<file path="src/rtl/fp_pkg.sv">
// fp_pkg: shared IEEE754 single-precision types and constants for the FP datapath
package fp_pkg;
  localparam int MANT_W = 23;
  localparam int EXP_W = 8;
  localparam int BIAS = 127;
  localparam int Q_W = 25;
  localparam logic [31:0] QNAN = 32'h7FC00000;
  typedef struct packed {
    logic sign;
    logic [EXP_W-1:0] exp;
    logic [MANT_W-1:0] frac;
  } fp32_t;
  typedef enum logic [2:0] {IDLE, ARM, LOAD, PREP, DIV, NORM} fpdiv_state_t;
endpackage

</file>
<file path="src/rtl/mant_div_seq.sv">
// mant_div_seq: restoring bit-serial mantissa divider, one quotient bit per cycle after go
module mant_div_seq
  import fp_pkg::*;
(
  input  logic        clk,
  input  logic        rst,
  input  logic        go,
  input  logic [23:0] dividend,
  input  logic [23:0] divisor,
  output logic [24:0] q,
  output logic        qdone
);
  // remainder stays below twice the divisor, so 25 bits never overflow
  logic [24:0] rem, diff;
  logic [23:0] dvs;
  logic [4:0] cnt;
  logic run, ge;
  assign ge = rem >= {1'b0, dvs};
  assign diff = ge ? rem - {1'b0, dvs} : rem;
  assign qdone = run && cnt == 5'(Q_W - 1);
  always_ff @(posedge clk or posedge rst)
    if (rst) begin
      rem <= '0;
      dvs <= '0;
      q <= '0;
      cnt <= '0;
      run <= 1'b0;
    end else if (go) begin
      rem <= {1'b0, dividend};
      dvs <= divisor;
      q <= '0;
      cnt <= '0;
      run <= 1'b1;
    end else if (run) begin
      rem <= diff << 1;
      q <= {q[23:0], ge};
      cnt <= cnt + 5'd1;
      run <= !qdone;
    end
endmodule

</file>
<file path="src/rtl/fp_div_seq.sv">
// fp_div_seq: sequential truncating fp32 divider; FPDIV_SPECIAL_EN adds special-value handling and dz
module fp_div_seq
  import fp_pkg::*;
(
  input  logic        clk,
  input  logic        rst,
  input  logic        start,
  input  logic [31:0] a,
  input  logic [31:0] b,
  output logic [31:0] result,
  output logic        done,
  output logic        busy,
  output logic        dz
);
`ifdef FPDIV_SPECIAL_EN
  localparam int EW = 10;
`else
  localparam int EW = EXP_W;
`endif
  fpdiv_state_t state, nxt;
  fp32_t ar, br;
  logic sign, qdone, go, special;
  logic signed [EW-1:0] e, ee;
  logic [24:0] q;
  logic [31:0] nres;
  always_comb begin
    nxt = state;
    case (state)
      IDLE: nxt = start ? ARM : IDLE;
      ARM: nxt = start ? ARM : LOAD;
      LOAD: nxt = PREP;
      PREP: nxt = special ? NORM : DIV;
      DIV: nxt = qdone ? NORM : DIV;
      default: nxt = IDLE;
    endcase
  end
  assign done = state == IDLE;
  assign busy = !done;
  assign go = state == PREP && !special;
  mant_div_seq u_core (
    .clk(clk),
    .rst(rst),
    .go(go),
    .dividend({1'b1, ar.frac}),
    .divisor({1'b1, br.frac}),
    .q(q),
    .qdone(qdone)
  );
  assign ee = q[24] ? e : e - EW'(1);
`ifdef FPDIV_SPECIAL_EN
  logic a_zero, b_zero, a_inf, b_inf, a_nan, b_nan, is_nan, spc;
  logic [31:0] spv, sval;
  logic s;
  assign s = ar.sign ^ br.sign;
  assign a_zero = ar.exp == '0;
  assign b_zero = br.exp == '0;
  assign a_inf = &ar.exp && ar.frac == '0;
  assign b_inf = &br.exp && br.frac == '0;
  assign a_nan = &ar.exp && |ar.frac;
  assign b_nan = &br.exp && |br.frac;
  assign is_nan = a_nan || b_nan || (a_zero && b_zero) || (a_inf && b_inf);
  assign special = is_nan || a_zero || b_zero || a_inf || b_inf;
  assign sval = is_nan ? QNAN : b_zero ? {s, 8'hFF, 23'd0} : (a_zero || b_inf) ? {s, 31'd0} : {s, 8'hFF, 23'd0};
  assign nres = spc ? spv : ee >= 10'sd255 ? {sign, 8'hFF, 23'd0} : ee <= 10'sd0 ? {sign, 31'd0} :
                {sign, ee[7:0], q[24] ? q[23:1] : q[22:0]};
  always_ff @(posedge clk or posedge rst)
    if (rst) begin
      spc <= 1'b0;
      spv <= '0;
      dz <= 1'b0;
    end else if (state == LOAD) dz <= 1'b0;
    else if (state == PREP) begin
      spc <= special;
      spv <= sval;
      dz <= b_zero && !a_zero && !a_nan;
    end
`else
  assign special = 1'b0;
  assign dz = 1'b0;
  assign nres = {sign, ee[7:0], q[24] ? q[23:1] : q[22:0]};
`endif
  always_ff @(posedge clk or posedge rst)
    if (rst) begin
      state <= IDLE;
      ar <= '0;
      br <= '0;
      sign <= 1'b0;
      e <= '0;
      result <= '0;
    end else begin
      state <= nxt;
      if (state == LOAD) begin
        ar <= a;
        br <= b;
      end
      if (state == PREP) begin
        sign <= ar.sign ^ br.sign;
        e <= EW'(ar.exp) - EW'(br.exp) + EW'(BIAS);
      end
      if (state == NORM) result <= nres;
    end
endmodule
</file>
<file path="config.mk">
export PLATFORM = sky130hd
export DESIGN_NAME = fp_div_seq
export DESIGN_NICKNAME = d
export VERILOG_FILES = /design/src/rtl/fp_pkg.sv /design/src/rtl/mant_div_seq.sv /design/src/rtl/fp_div_seq.sv
export SDC_FILE = /design/constraint.sdc
export NUM_CORES = 1
export LEC_CHECK = 0
export CAP_MARGIN = 30
export CORE_MARGIN = 2
export CORE_UTILIZATION = 28
export CTS_CLUSTER_DIAMETER = 80
export DETAILED_ROUTE_END_ITERATION = 10
export RECOVER_POWER = 50
export SYNTH_ARGS = -nofsm -noshare
export SYNTH_HDL_FRONTEND = slang
export SYNTH_HIERARCHICAL = 1
export SYNTH_SLANG_ARGS = --single-unit
</file>
<file path="constraint.sdc">
create_clock -name clk -period 4 [get_ports clk]
set_clock_uncertainty 0.1 [all_clocks]
set_input_delay 0.8 -clock clk [delete_from_list [all_inputs] [get_ports clk]]
set_output_delay 0.8 -clock clk [all_outputs]
set_load 0.1 [all_outputs]
</file>
==> out/summary.txt, run 1 <==
====================================================================================
Most frequently used cell type in the post-synthesis netlist                 dfrtp_1
Starting density of the core                                                  0.2854
Post-CTS setup buffer count                                                        0
Post-Layout Cell Count                                                          1465
Proportion of synthesized chip area in sequential cells                       0.4904
CTS tree                                                                         yes
Placed instance count                                                           1433
Highest fanout seen on the critical path                                           8
Area inside the core boundary                                             33620 um^2
Detailed placement HPWL                                                     14270 um
Pin slew with the least headroom to its limit                               2.248 ns
Period utilisation layout                                                     0.7921
Leading post-synthesis cells by instance count                          188 x dfrtp_1, 94 x nand2_1, 77 x o21ai_0
H-tree Lvls                                                                        4
Area share of the largest cell type after synthesis                           0.4904
Register clock-pin slew on the reported worst setup and hold paths           0.07 ns
All-layer global routing usage                                                0.1191
Total die area                                                            35760 um^2
Max-slew violation count                                                         122
Shortest period the worst path allows                                       3.168 ns
CP Capture Type                                                           output pin
Vias per inst                                                                  4.608
Total grt overflow                                                                 0
Antenna fix cells                                                                  0
Cts-stage hold buffer count                                                        0
Count of endpoints failing hold in the final timing report                         0
Cell area after synthesis                                                  9593 um^2
Vias in the first global route                                                  6740
Total routed wirelength                                                     20280 um
Antenna violations before repair                                                   0
I/O pin count                                                                    102
Max stage delay on crit path                                                 0.98 ns
Slowest cell on the critical path                                       clkdlybuf4s50_1
Fill cell total of the finished layout                                          3383
Total of buffers placed on input and output ports                                100
Area Growth Syn to Fin                                                        21.62%
Setup violations, final                                                            0
Data arrival time of the worst path                                          2.27 ns
Starting DRT DRC Count                                                           288
Sum of negative setup slack                                                     0 ns
Maximum clock rate                                                        0.3156 GHz
Post-cts sizing count                                                              0
Chip width                                                                  189.1 um
DR WL/cell                                                                  13.84 um
Startpoint type of the worst setup path                                    flip-flop
Post-synth top flop                                                          dfrtp_1
Slew headroom                                                                -0.4984
Largest buffer count on any clock path                                             2
Later-pin clock latency in the skew report                                   0.45 ns
Kind of cell adding the most delay to the critical path                 buffers and inverters
Count of buffering cells on the critical path with inverters included              1
Classification of the worst-slack hold path                             flip-flop to flip-flop
Wire length of the first global-routing pass                                34070 um
Yosys warning total                                                                6
Count of vias placed by the detailed router                                     6750
Average size of a mapped cell                                             10.42 um^2
Max-capacitance violation count                                                    2
Final weighted congestion in routability-driven placement                     0.8491
Setup repair after global routing missed its margin                            false
Total number of placement rows                                                    67
Count of state elements after synthesis                                          188
Total number of nets in the final design                                        1113
Y dimension of the die                                                      189.1 um
Result of the run                                                       finished, violations left
Synthesized instance count                                                       921
Cell type contributing the most total cell area after synthesis              dfrtp_1
Kind of critical path                                                   flip-flop to output pin
Number of iterations in the first detailed-routing pass                            4
Maximum number of pins on one net before global-route repair                     125
Fraction of layout cells with a size suffix above 1                           0.1042
DRC errors left                                                                    0
Number of buffers created by CTS                                                  17
Required time at the worst-slack endpoint                                    3.10 ns
Root Driver                                                                clkbuf_16
Clk sinks                                                                        188
Ordered cell list for the critical path                                 or3_1 > clkdlybuf4s50_1
Violated checks                                                         max-capacitance violations, max-slew violations
Area contributors post-synth                                            dfrtp_1 49%, mux2i_1 6.2%, ha_1 5.2%
Post-synth ARST share                                                          1.000
Number of enable-type register cells in the synthesized netlist                    0
Distinct cell type count after synthesis                                          69
DRT antenna net count                                                              0
====================================================================================
cells by family after synthesis:
group / synth area share
AOI/OAI and AO/OA: 0.1351
buffers and inverters: 0.04278
muxes: 0.1308
and+or+nand+nor: 0.1109
xor gates and xnor gates: 0.03287
DFF: 0.4904
other: 0.0007829
adders and majority gates: 0.05635
tightest hold or removal path, delay by kind of cell, from the launching register on:
kind | cells | cell delay [ns]
AND/OR/NAND/NOR | 1 | 0.04
flip-flops | 1 | 0.34
AO/OA/AOI/OAI | 1 | 0.05
path summary, 6_finish.rpt:
kind / end / depth (start not counted) / from / slack [ns]
min in group asynchronous: u_core/q[2] / 2 / rst / 1.07
max: busy / 2 / state[1] / 0.83
min: result[12] / 2 / result[12] / 0.38
max reg2reg: u_core/rem[15] / 7 / state[2] / 1.02
min reg2reg: result[12] / 2 / result[12] / 0.38
max in group asynchronous: u_core/dvs[2] / 3 / rst / 0.88
final cells by class:
type / instances / area (um^2) / area share
Tap cell: 448 / 560.5 / 0.04804
Inverter: 52 / 197.7 / 0.01694
Sequential cell: 188 / 4706 / 0.4033
Clock inverter: 13 / 153.9 / 0.01319
Clock buffer: 19 / 452.9 / 0.03882
Timing Repair Buffer: 112 / 1110 / 0.09512
Multi-Input combinational cell: 633 / 4487 / 0.3846
stage by stage:
stage          utilization  cell area [um^2]  setup WS (ns)  hold WS (ns)
4_1_cts             0.3479             11690         0.8026        0.3830
3_5_place_dp        0.3298             11090          1.097        0.3688
2_1_floorplan            -              9597         0.2544        0.3460
5_1_grt             0.3471             11670         0.3842        0.4092
3_3_place_gp        0.3290             11060          1.180        0.3605
6_report            0.3471             11670         0.8315        0.3759
routing by layer:
| layer | vias to the layer above | track usage | routed length (um) |
|---|---|---|---|
| li1 | 3379 | - | - |
| met1 | 3257 | 0.1534 | 9462 |
| met2 | 98 | 0.1988 | 9981 |
| met3 | 16 | 0.02484 | 572 |
| met4 | 0 | 0.03996 | 265 |
| met5 | - | 0 | 0 |
registers in the layout (all words and copies together), names as in the netlist:
| signal | flops |
|---|---|
| ar | 32 |
| br | 32 |
| result | 32 |
| u_core/q | 25 |
| u_core/rem | 25 |
| u_core/dvs | 24 |
| e | 8 |
| u_core/cnt | 5 |
| state | 3 |
| sign | 1 |
| u_core/run | 1 |
cells in the final DEF, fill, tap and decap left out, drive strengths merged, types with 5 or more instances in the layout:
cell	netlist	layout
a211oi	14	14
a21o	16	16
a21oi	37	37
a31oi	5	5
and3	10	10
buf	22	9
clkbuf	27	23
clkdlybuf4s50	0	97
dfrtp	188	188
ha	40	40
inv	52	56
mux2	59	59
mux2i	59	59
nand2	95	95
nand3	16	16
nand4	5	5
nor2	62	62
nor2b	5	5
nor3	11	11
nor4	5	5
o211ai	5	5
o21a	6	6
o21ai	87	87
or2	5	5
xnor2	17	17
xor2	19	19
Power of run 1 is left out: the tool's default activity adds up to more than one toggle a clock period on the data nets, which glitch-free logic cannot reach.
==> run 2, diff against run 1 <==
==> constraint.sdc (replaced) <==
create_clock -name clk -period 2.8 [get_ports clk]
set_clock_uncertainty 0.1 [all_clocks]
set_input_delay 0.56 -clock clk [delete_from_list [all_inputs] [get_ports clk]]
set_output_delay 0.56 -clock clk [all_outputs]
set_load 0.1 [all_outputs]
==> run 2 against run 1 <==
  * The flow now finishes without violations
  * Global-route usage up 0.27 points
  * Die area stayed put
  * Non-clock buffer count up 35
  * Routed wire length increased by 5.5%
  * Register-to-register slack got worse by 0.97 ns
==> out/summary.txt, run 2 (synthesis gave the netlist of run 1 again) <==
====================================================================================
Result of the run                                                       finished, final reports clean
Largest registers                                                       ar: 32 flops, br: 32 flops, result: 32 flops
Reg-to-Reg Start                                                        u_core/dvs[1]
Total of buffers placed on input and output ports                                100   unchanged
Starting density of the core                                                  0.2854   unchanged
Clk sinks                                                                        188   unchanged
Most common library cell in the layout ignoring fill and taps                dfrtp_1
Number of iterations in the first detailed-routing pass                            4   unchanged
Post-Layout Cell Count                                                          1500   +2.4%
Slew headroom                                                                0.04860   +0.5470
Vias in the first global route                                                  6848   +1.6%
FF/Latch Area                                                              4707 um^2   about the same
Maximum number of pins on one net before global-route repair                      58   -54%
Antenna violations before repair                                                   0   unchanged
Kind of critical path                                                   flip-flop to flip-flop
DR WL/cell                                                                  14.26 um   +3.0%
Total routed wirelength                                                     21390 um   +5.5%
Kind of cell adding the most delay to the critical path                 compound AO/OA/AOI/OAI gates
Data arrival time of the worst path                                          2.98 ns   +0.71 ns
WHS Endpoint                                                            u_core/rem[9]
Total die area                                                            35760 um^2   unchanged
Period utilisation layout                                                     0.9816
H-tree Lvls                                                                        4   unchanged
Count of endpoints failing hold in the final timing report                         0   unchanged
Fraction of layout cells with a size suffix above 1                           0.2025   +0.09824
Total number of nets in the final design                                        1148   +3.1%
Largest buffer count on any clock path                                             2   unchanged
CP Capture Type                                                            flip-flop
Endpoint of the most critical register-to-register path                 u_core/rem[14]
Worst path depth                                                                  12   +10
CTS tree                                                                         yes
Highest fanout seen on the critical path                                           7   -1
DRC errors left                                                                    0   unchanged
Startpoint type of the worst setup path                                    flip-flop
Area inside the core boundary                                             33620 um^2   unchanged
Max-slew violation count                                                           0   -100%
Max stage delay on crit path                                                 0.38 ns   -0.60 ns
Setup violations, final                                                            0   unchanged
Wire length of the first global-routing pass                                35020 um   +2.8%
Post-Route Utilization                                                        0.3632   +0.01608
Worst-case register-to-register setup slack                                  0.05 ns   -0.97 ns
Count of buffering cells on the critical path with inverters included              4   +3
Root Driver                                                                clkbuf_16
Ordered cell list for the critical path                                 inv_2 > ha_4 > nor2b_4 > o31a_1 > o311ai_4 > nand2_2 > o21ai_4 > buf_4 > clkbuf_16 > buf_4 > mux2i_1 > o21ai_1
Max-capacitance violation count                                                    0   -2
Y dimension of the die                                                      189.1 um   unchanged
Placed instance count                                                           1453   +1.4%
Top cell by count, worst path                                                  buf_4
Total grt overflow                                                                 0   unchanged
I/O pin count                                                                    102   unchanged
Setup repair after global routing missed its margin                             true
Cts-stage hold buffer count                                                        0   unchanged
Slowest cell on the critical path                                            dfrtp_1
Number of buffers created by CTS                                                  17   unchanged
Commonest non-fill, non-tap cells in the layout                         186 x dfrtp_1, 92 x nand2_1, 76 x o21ai_0, 68 x buf_4, 65 x clkdlybuf4s50_1
Detailed placement HPWL                                                     15130 um   +6.0%
Maximum clock rate                                                        0.3639 GHz
Total number of placement rows                                                    67   unchanged
Shortest period the worst path allows                                       2.748 ns
Post-route worst hold slack                                                0.3781 ns   +0.002171 ns
Footprint of the multi-input gates                                         4786 um^2   +6.7%
Sum of negative setup slack                                                     0 ns   unchanged
Pin slew with the least headroom to its limit                               1.427 ns   -0.8205 ns
Startpoint of the worst hold path                                              ar[9]
DRT antenna net count                                                              0   unchanged
Antenna fix cells                                                                  0   unchanged
Area Growth Syn to Fin                                                        27.26%
Chip width                                                                  189.1 um   unchanged
Starting DRT DRC Count                                                           241   -16%
Number of cell instances on the worst register-to-register path                   12   +5
Fill cell total of the finished layout                                          3335   -1.4%
Register clock-pin slew on the reported worst setup and hold paths           0.08 ns   about the same
Final weighted congestion in routability-driven placement                     0.8787   +3.5%
Count of vias placed by the detailed router                                     6861   +1.6%
All-layer global routing usage                                                0.1218   +0.002673
Vias per inst                                                                  4.574   -0.73%
Hold Path Depth                                                                    1   -1
Classification of the worst-slack hold path                             flip-flop to flip-flop
Later-pin clock latency in the skew report                                   0.44 ns   about the same
Required time at the worst-slack endpoint                                    3.03 ns   -0.07 ns
====================================================================================
[run 2: changes by cell type in the layout (fill, tap and decap cells not counted), moves of 5 or more]
cell	change
clkdlybuf4s50_1	-32
a211oi_1	-5
ha_4	+10
buf_4	+61
ha_1	-14
a211oi_2	+5
[run 2: final cells by class]
| class | count | share of cell area |
|---|---|---|
| clock buffers | 18 | 0.03597 |
| clock inverters | 14 | 0.01691 |
| inverters | 52 | 0.01650 |
| multi-input cells | 633 | 0.3920 |
| flip-flops and latches | 188 | 0.3856 |
| well taps | 448 | 0.04592 |
| repair buffers | 147 | 0.1071 |
[run 2: per-layer routing]
layer / vias to the layer above / GRT usage / share of wire
met5: - / 0 / 0
met4: 0 / 0.04297 / 0.015
met3: 19 / 0.02465 / 0.026
met2: 82 / 0.2043 / 0.50
met1: 3315 / 0.1556 / 0.46
li1: 3445 / - / -
[run 2: metrics by stage]
stage / area, um^2 / setup slack, ns
floorplan: 9600 / 0.08826
global placement: 11190 / 0.008105
detailed placement: 11190 / -0.08081
CTS: 11850 / 0.003937
global route: 12210 / -0.01772
finish: 12210 / 0.05163
[run 2: how the worst max path moves through the flow]
| stage | start | end | slack [ns] |
|---|---|---|---|
| final | u_core/dvs[1] | u_core/rem[14] | 0.05 |
| after global routing | u_core/dvs[1] | u_core/rem[14] | -0.02 |
| after CTS | u_core/rem[0] | u_core/rem[19] | 0.004 |
| after detailed placement | u_core/rem[0] | u_core/rem[19] | -0.08 |
| after global placement | u_core/rem[0] | u_core/rem[19] | 0.008 |
| after floorplan | rst | u_core/cnt[0] | 0.09 |
[run 2: timing repair]
item                                    in CTS  in global routing
resized for setup                            3                 55
buffers inserted                             0                 13
endpoints found under the setup margin       7                 20
pin swaps                                    0                 18
gates cloned                                 0                  2
Power of run 2 is left out for the same reason.
